`src/rtl/mem_port_arbiter.sv`:
```
// Memory port arbiter: shares one backing memory port between the fetch
// read channel and the load/store channels. Holds exactly one transaction
// outstanding and routes the completion back to the requester that owns it.
module mem_port_arbiter #(
    parameter int IDX_W    = 64,
    parameter int DATA_W   = 64,
    parameter int LSU_PRIO = 0
) (
    input  logic              clock,
    input  logic              reset,
    // fetch channel
    input  logic              if_req_valid,
    output logic              if_req_ready,
    input  logic [IDX_W-1:0]  if_req_index,
    input  logic              if_kill,
    output logic              if_done,
    output logic [DATA_W-1:0] if_rdata,
    // load channel
    input  logic              ld_req_valid,
    output logic              ld_req_ready,
    input  logic [IDX_W-1:0]  ld_req_index,
    output logic              ld_done,
    output logic [DATA_W-1:0] ld_rdata,
    // store channel
    input  logic              st_req_valid,
    output logic              st_req_ready,
    input  logic [IDX_W-1:0]  st_req_index,
    input  logic [DATA_W-1:0] st_wdata,
    input  logic [63:0]       st_wmask,
    output logic              st_done,
    // memory port
    output logic              mem_req_valid,
    input  logic              mem_req_ready,
    output logic              mem_req_write,
    output logic [IDX_W-1:0]  mem_req_index,
    output logic [DATA_W-1:0] mem_req_wdata,
    output logic [63:0]       mem_req_wmask,
    input  logic              mem_resp_valid,
    input  logic [DATA_W-1:0] mem_resp_rdata
);

    typedef enum logic [1:0] {S_IDLE, S_ISSUE, S_WAIT} state_t;
    typedef enum logic [1:0] {OWN_IF, OWN_LD, OWN_ST} owner_t;

    state_t              state_q, state_d;
    owner_t              owner_q, owner_d;
    logic                kill_q, kill_d;          // fetch response must be swallowed
    logic                last_lsu_q, last_lsu_d;  // 1 = LSU won the previous grant
    logic [IDX_W-1:0]    idx_q, idx_d;
    logic [DATA_W-1:0]   wdata_q, wdata_d;
    logic [63:0]         wmask_q, wmask_d;

    logic if_cand, lsu_cand, pick_if, resp_fire;

    // State register; reset drops any transaction in flight.
    // NOTE: registers use non-blocking (<=) so every flop samples pre-edge values.
    always_ff @(posedge clock) begin
        if (reset) begin
            state_q    <= S_IDLE;
            owner_q    <= OWN_IF;
            kill_q     <= 1'b0;
            last_lsu_q <= 1'b1;
            idx_q      <= '0;
            wdata_q    <= '0;
            wmask_q    <= '0;
        end else begin
            state_q    <= state_d;
            owner_q    <= owner_d;
            kill_q     <= kill_d;
            last_lsu_q <= last_lsu_d;
            idx_q      <= idx_d;
            wdata_q    <= wdata_d;
            wmask_q    <= wmask_d;
        end
    end

    // Arbitration, next-state and all port/completion outputs.
    // NOTE: every signal gets a default first so no path leaves one unassigned (no latches).
    always_comb begin
        state_d       = state_q;
        owner_d       = owner_q;
        kill_d        = kill_q;
        last_lsu_d    = last_lsu_q;
        idx_d         = idx_q;
        wdata_d       = wdata_q;
        wmask_d       = wmask_q;
        if_req_ready  = 1'b0;
        ld_req_ready  = 1'b0;
        st_req_ready  = 1'b0;
        if_done       = 1'b0;
        ld_done       = 1'b0;
        st_done       = 1'b0;
        if_rdata      = '0;
        ld_rdata      = '0;
        mem_req_valid = 1'b0;
        mem_req_write = 1'b0;
        mem_req_index = '0;
        mem_req_wdata = '0;
        mem_req_wmask = '0;

        // A killed fetch is never eligible; store always outranks load.
        if_cand  = if_req_valid && !if_kill;
        lsu_cand = ld_req_valid || st_req_valid;
        if (if_cand && lsu_cand) begin
            pick_if = (LSU_PRIO == 0) && last_lsu_q;
        end else begin
            pick_if = if_cand;
        end
        resp_fire = 1'b0;

        if (!reset) begin
            unique case (state_q)
                S_IDLE: begin
                    if (pick_if) begin
                        if_req_ready = 1'b1;
                        owner_d      = OWN_IF;
                        idx_d        = if_req_index;
                        wdata_d      = '0;
                        wmask_d      = '0;
                    end else if (st_req_valid) begin
                        st_req_ready = 1'b1;
                        owner_d      = OWN_ST;
                        idx_d        = st_req_index;
                        wdata_d      = st_wdata;
                        wmask_d      = st_wmask;
                    end else if (ld_req_valid) begin
                        ld_req_ready = 1'b1;
                        owner_d      = OWN_LD;
                        idx_d        = ld_req_index;
                        wdata_d      = '0;
                        wmask_d      = '0;
                    end
                    if (pick_if || lsu_cand) begin
                        state_d    = S_ISSUE;
                        kill_d     = 1'b0;
                        last_lsu_d = !pick_if;
                    end
                end
                S_ISSUE: begin
                    mem_req_valid = 1'b1;
                    mem_req_write = (owner_q == OWN_ST);
                    mem_req_index = idx_q;
                    mem_req_wdata = wdata_q;
                    mem_req_wmask = wmask_q;
                    if (owner_q == OWN_IF && if_kill) kill_d = 1'b1;
                    if (mem_req_ready) state_d = S_WAIT;
                end
                S_WAIT: begin
                    if (owner_q == OWN_IF && if_kill) kill_d = 1'b1;
                    resp_fire = mem_resp_valid;
                    if (resp_fire) begin
                        state_d = S_IDLE;
                        kill_d  = 1'b0;
                    end
                end
                default: state_d = S_IDLE;
            endcase
        end

        // Completion routing; a fetch killed now or earlier gets no pulse.
        if (resp_fire) begin
            unique case (owner_q)
                OWN_IF: begin
                    if (!kill_q && !if_kill) begin
                        if_done  = 1'b1;
                        if_rdata = mem_resp_rdata;
                    end
                end
                OWN_LD: begin
                    ld_done  = 1'b1;
                    ld_rdata = mem_resp_rdata;
                end
                OWN_ST: st_done = 1'b1;
                default: ;
            endcase
        end
    end

endmodule

```
`config.mk`:
```
export PLATFORM = sky130hd
export DESIGN_NAME = mem_port_arbiter
export DESIGN_NICKNAME = d
export VERILOG_FILES = /design/src/rtl/mem_port_arbiter.sv
export SDC_FILE = /design/constraint.sdc
export NUM_CORES = 1
export LEC_CHECK = 0
export CAP_MARGIN = 20
export CORE_AREA = 2 2 283 285
export DETAILED_ROUTE_END_ITERATION = 7
export DIE_AREA = 0 0 285 287
export MAX_ROUTING_LAYER = met4
export PLACE_DENSITY = 0.43
export SLEW_MARGIN = 30
export SYNTH_ARGS = -nofsm -noshare
export SYNTH_HDL_FRONTEND = slang
export SYNTH_SLANG_ARGS = --single-unit
```
`constraint.sdc`:
```
create_clock -name clock -period 5.9 [get_ports clock]
set_input_delay 1.18 -clock clock [delete_from_list [all_inputs] [get_ports clock]]
set_output_delay 1.18 -clock clock [all_outputs]
set_load 0.01 [all_outputs]
```
==> out/qor.txt, run 1 <==
status -> complete, no violations
metal2 WL -> 31660 um
RSZ-0062 raised after global routing -> false
Yosys cell types -> 34
fin nets -> 2108
most frequent cell after synthesis -> and2_1
Hold Path Class -> reg2reg
measured slew at the worst slew-check pin -> 978.8 ps
core area -> 78610 sq um
Slew Limit Headroom -> 34.75%
share of cells above drive strength 1 -> 3.768%
max cap viols -> 0
period utilisation layout -> 76.90%
GR Overflow Total -> 0
DR vias -> 10760
routed wire length -> 63080 um
Initial Util -> 12.00%
post-DP HPWL -> 49180 um
Final min period -> 4537 ps
final core occ -> 23.47%
Startpoint Class -> input port
DRC errors left -> 0
Synth Cell Area -> 9432 sq um
Async S/R FF share, synth -> 0%
initial antenna violation count -> 38
largest net degree at the start of global routing -> 144
I/O Buffers -> 719
TNS Setup -> 0 ps
area growth from synthesis to layout -> 95.60%
Initial DRC Count -> 555
Overall Global Routing Usage -> 15.23%
PwrDens -> 218.9 nW/um^2
antenna viol nets, final -> 0
DR pass1 iterations -> 5
share of the synthesized area in the top cell type -> 42.03%
wire per inst -> 22.55 um
CP required -> 4720 ps
Slew Limit Fails -> 0
sequential-to-total area share from yosys stat -> 42.03%
Ys Warns -> 0
Worst VDD drop -> 0.2106 mV
highest routed layer -> met4
Post-CTS Resized -> 0
Die Y -> 287 um
CP Capture Type -> output port
number of flops mapped to enable cells by yosys -> 0
net count after synthesis -> 1454
global-route wire length before repair -> 85530 um
Critical Path AT -> 3360 ps
top cells by area, synth -> dfxtp_1 42%, and2_1 21%, a22o_1 12%
CTS root buf -> clkbuf_16
Final Hold Fails -> 0
Place WS -> 1365 ps
Max Root-Sink Buffers -> 2
metal3 WL -> 4654 um
flops & latches, synth -> 198
Commonest cells post-synth -> 321 x and2_1, 198 x dfxtp_1, 128 x a22o_1
Final Setup Violations -> 0
ys flop type -> dfxtp_1
routability cong. -> 0.8373
met1 wire length -> 25740 um
Via-to-Cell Ratio -> 3.848
Clock Skews -> 25.43 ps
total of fill cells in the finished design -> 8526
Leak -> 6.636 nW
Max Clock Freq -> 0.2204 GHz
CTS Buf Count -> 17
Post-Synthesis Cells -> 1058
area leader, netlist -> dfxtp_1
die extent in x -> 285 um
IO Count -> 720
setup ws final -> 1363 ps
hold_buf cts -> 0
syn avg cell area -> 8.915 sq um
# rows -> 103
crit-path max FO -> 65
DIE AREA -> 81800 sq um
TritonCTS clock tree -> built
critical path class -> in2out
postcts setup bufs -> 0
Worst-path clk slew -> 70 ps
H-Tree Depth -> 4
vias in the first global route -> 10910
clk sinks -> 198
Clock Latency Late Sink -> 500 ps
metrics by stage:
stage / power, mW / instances / hold WS, ps / instance area (sq um)
6_report: 4.038 / 2797 / 469.2 / 18450
5_1_grt: 4.267 / 2789 / 479.2 / 18430
4_1_cts: 4.135 / 2774 / 472.2 / 18360
3_5_place_dp: 2.799 / 2742 / 446.6 / 17740
3_3_place_gp: 2.782 / 2741 / 447.8 / 17710
2_1_floorplan: 2.126 / 1058 / 434.0 / 9432
final timing paths:
| check | from | end | slack [ps] | cells after the start |
|---|---|---|---|---|
| max | mem_resp_valid | if_rdata[19] | 1360 | 6 |
| min | wmask_q[52] | wmask_q[52] | 470 | 1 |
| max reg2reg | state_q[1] | wmask_q[32] | 2960 | 8 |
| min reg2reg | wmask_q[52] | wmask_q[52] | 470 | 1 |
flip-flops by register name, indices dropped and copies added (netlist names):
signal and count:
last_lsu_q 1, owner_q 2, state_q 2, wdata_q 64, wmask_q 64, kill_q 1, idx_q 64
cell families after synthesis:
logic type	after synthesis	synth area share [%]
AOI/OAI and AO/OA	329	26.47
adders and majority gates	4	0.5307
buffers and inverters	107	5.054
DFF	198	42.03
muxes	1	0.1061
and+or+nand+nor	419	25.82
metal layers:
metal  track usage, %  up-vias
met2            26.47      517
met4            3.717        0
met5                -        -
met1            16.91     5121
li1                 -     5062
met3            4.786       63
layout make-up:
type / instances / area (sq um) / area share, %
Antenna cell: 22 / 55.05 / 0.2984
Clock buffer: 18 / 439.2 / 2.381
Clock inverter: 14 / 181.4 / 0.9835
Inverter: 2 / 7.507 / 0.04069
Multi-Input combinational cell: 753 / 5054 / 27.39
Sequential cell: 198 / 3964 / 21.49
Tap cell: 1050 / 1314 / 7.122
Timing Repair Buffer: 740 / 7433 / 40.29
cell usage in the layout (no fill, tap or decap), types with 3 or more instances in the layout:
master / n
nor2b_1: 3
buf_4: 16
diode_2: 22
a22o_1: 128
clkdlybuf4s50_1: 718
clkinv_8: 5
a211oi_1: 65
nand2_1: 3
a22oi_1: 62
o21ai_1: 20
nor2_1: 74
dfxtp_1: 198
and2_1: 320
clkbuf_16: 17
nand2b_1: 4
inv_6: 4
nand3b_1: 4
o21ai_0: 42
buf_12: 3
ha_1: 4
a222oi_1: 3
where the power goes:
group | total [mW] | switching (mW) | internal (mW)
logic | 1.16 | 0.602 | 0.559
registers | 1.59 | 0.0868 | 1.50
clock network | 1.29 | 0.668 | 0.620
worst max-delay path, stage by stage:
cell and delay (ps):
clkdlybuf4s50_1 500, nand3b_1 180, nor4b_2 280, buf_4 460, and2_1 210, clkdlybuf4s50_1 540
(Power assumes the default switching activity.)
==> run 2, diff against run 1 <==
--- a/config.mk
+++ b/config.mk
@@ -10,7 +10,7 @@
 export DETAILED_ROUTE_END_ITERATION = 7
 export DIE_AREA = 0 0 285 287
 export MAX_ROUTING_LAYER = met4
-export PLACE_DENSITY = 0.43
+export PLACE_DENSITY = 0.44
 export SLEW_MARGIN = 30
 export SYNTH_ARGS = -nofsm -noshare
 export SYNTH_HDL_FRONTEND = slang
==> constraint.sdc (replaced) <==
create_clock -name clock -period 4.1 [get_ports clock]
set_input_delay 0.82 -clock clock [delete_from_list [all_inputs] [get_ports clock]]
set_output_delay 0.82 -clock clock [all_outputs]
set_load 0.01 [all_outputs]
==> run 2 against run 1 <==
Against the previous run: clock skew fell by 11 ps; via count fell by 0.43%; die area did not move; cell count rose by 0.11%; critical path type unchanged.
==> out/qor.txt, run 2 (synthesis gave the netlist of run 1 again) <==
status -> complete, no violations
DR vias -> 10720
postcts setup bufs -> 0
TritonCTS clock tree -> built
global-route wire length before repair -> 83230 um
total of fill cells in the finished design -> 8528
Sequential Area -> 3964 sq um
Leak -> 6.680 nW
IO Count -> 720
Initial Util -> 12.00%
hold depth -> 1
largest net degree at the start of global routing -> 129
CTS root buf -> clkbuf_16
Overall Global Routing Usage -> 14.72%
max cap viols -> 0
final std cells w/o fill -> 2800
die extent in x -> 285 um
Worst-path clk slew -> 70 ps
# placed instances -> 2749
most frequent cells in the layout -> 716 x clkdlybuf4s50_1, 320 x and2_1, 198 x dfxtp_1
hold_buf cts -> 0
CP Capture Type -> output port
Max Clock Freq -> 0.2659 GHz
DR pass1 iterations -> 5
DRC errors left -> 0
fin nets -> 2114
Startpoint Class -> input port
critical path class -> in2out
Slew Limit Headroom -> 36.31%
Clock Latency Late Sink -> 480 ps
FF-to-FF End -> idx_q[2]
initial antenna violation count -> 38
Final Hold Fails -> 0
Post-CTS Resized -> 0
share of cells above drive strength 1 -> 4.217%
Worst VDD drop -> 0.2988 mV
Hold Path Class -> reg2reg
routability cong. -> 0.8559
DP Area -> 17840 sq um
Slew Limit Fails -> 0
antenna viol nets, final -> 0
crit-path max FO -> 65
TNS Setup -> 0 ps
# rows -> 103
measured slew at the worst slew-check pin -> 955.4 ps
PwrDens -> 312.3 nW/um^2
I/O Buffers -> 719
FF-to-FF Start -> state_q[0]
Final Setup Violations -> 0
Die Y -> 287 um
routed wire length -> 60680 um
H-Tree Depth -> 4
area of the multi-input gates -> 5054 sq um
Final min period -> 3760 ps
RSZ-0062 raised after global routing -> false
FF-to-FF path depth -> 6
Clock Skews -> 14.88 ps
r2r setup slk -> 1720 ps
commonest non-fill, non-tap cell in the layout -> clkdlybuf4s50_1
Via-to-Cell Ratio -> 3.828
Initial DRC Count -> 501
CTS Buf Count -> 17
Critical Path AT -> 2940 ps
vias in the first global route -> 11110
area growth from synthesis to layout -> 96.25%
CP required -> 3280 ps
DIE AREA -> 81800 sq um
core area -> 78610 sq um
Worst Hold Endpoint -> wmask_q[26]
clk sinks -> 198
period utilisation layout -> 91.72%
GR Overflow Total -> 0
post-DP HPWL -> 47750 um
Regs by FF count -> idx_q x64, wdata_q x64, wmask_q x64
post-route cell area -> 18510 sq um
wire per inst -> 21.67 um
hold path start -> wmask_q[26]
Max Root-Sink Buffers -> 2
-- run 2: changes by cell type in the layout (fill, tap and decap cells not counted), moves of 2 or more --
cell / before / now
buf_12: 3 / 9
buf_4: 16 / 21
buf_16: 2 / 0
diode_2: 22 / 19
clkdlybuf4s50_1: 718 / 716
inv_8: 1 / 4
-- run 2: metal layers --
metal,routed length (um),track usage (%)
met2,31060,26.11
met5,0,-
met4,1073,3.848
met3,5157,5.270
met1,23390,15.45
-- run 2: stage by stage --
stage               utilization [%]  hold slack [ps]  total power, mW  setup WS, ps
CTS                           23.48            470.7            5.946         336.0
floorplan                         -            434.0            3.060          1372
finish                        23.54            466.0            5.779         339.6
global placement              22.70            447.7            3.997         396.4
detailed placement            22.70            447.5            4.014         370.9
global route                  23.54            481.8            6.124         216.1
-- run 2: worst max-delay path, stage by stage --
cell and delay [ps]:
clkdlybuf4s50_1 480, nand3b_1 180, nor4b_2 430, buf_12 280
and2_1 160, clkdlybuf4s50_1 550
-- run 2: layout make-up --
type	count	share of cell area (%)
diodes	19	0.2569
clock buffers	18	2.373
clock inverters	14	0.9667
inverters	2	0.04056
multi-input cells	753	27.30
flip-flops and latches	198	21.42
well taps	1050	7.098
repair buffers	746	40.55
-- run 2: power breakdown --
part / total [mW] / switching [mW] / internal [mW]
sequential: 2.28 / 0.114 / 2.16
clock: 1.84 / 0.947 / 0.897
combinational: 1.66 / 0.850 / 0.811
total: 5.78 / 1.91 / 3.87
-- run 2: how the worst max path moves through the flow --
stage / startpoint / endpoint / slack, ps / depth (start not counted)
2_1_floorplan: reset / if_rdata[10] / 1370 / 5
3_3_place_gp: mem_resp_valid / if_rdata[23] / 400 / 6
3_5_place_dp: mem_resp_valid / if_rdata[55] / 370 / 6
4_1_cts: mem_resp_valid / if_rdata[47] / 340 / 6
5_1_grt: mem_resp_valid / if_rdata[7] / 220 / 6
6_report: mem_resp_valid / if_rdata[45] / 340 / 6
==> run 3, diff against run 2 <==
--- a/config.mk
+++ b/config.mk
@@ -5,7 +5,7 @@
 export SDC_FILE = /design/constraint.sdc
 export NUM_CORES = 1
 export LEC_CHECK = 0
-export CAP_MARGIN = 20
+export CAP_MARGIN = 0
 export CORE_AREA = 2 2 283 285
 export DETAILED_ROUTE_END_ITERATION = 7
 export DIE_AREA = 0 0 285 287
==> results of run 3 <==
Same layout as run 2: the final DEF is identical, and so are final timing and power.
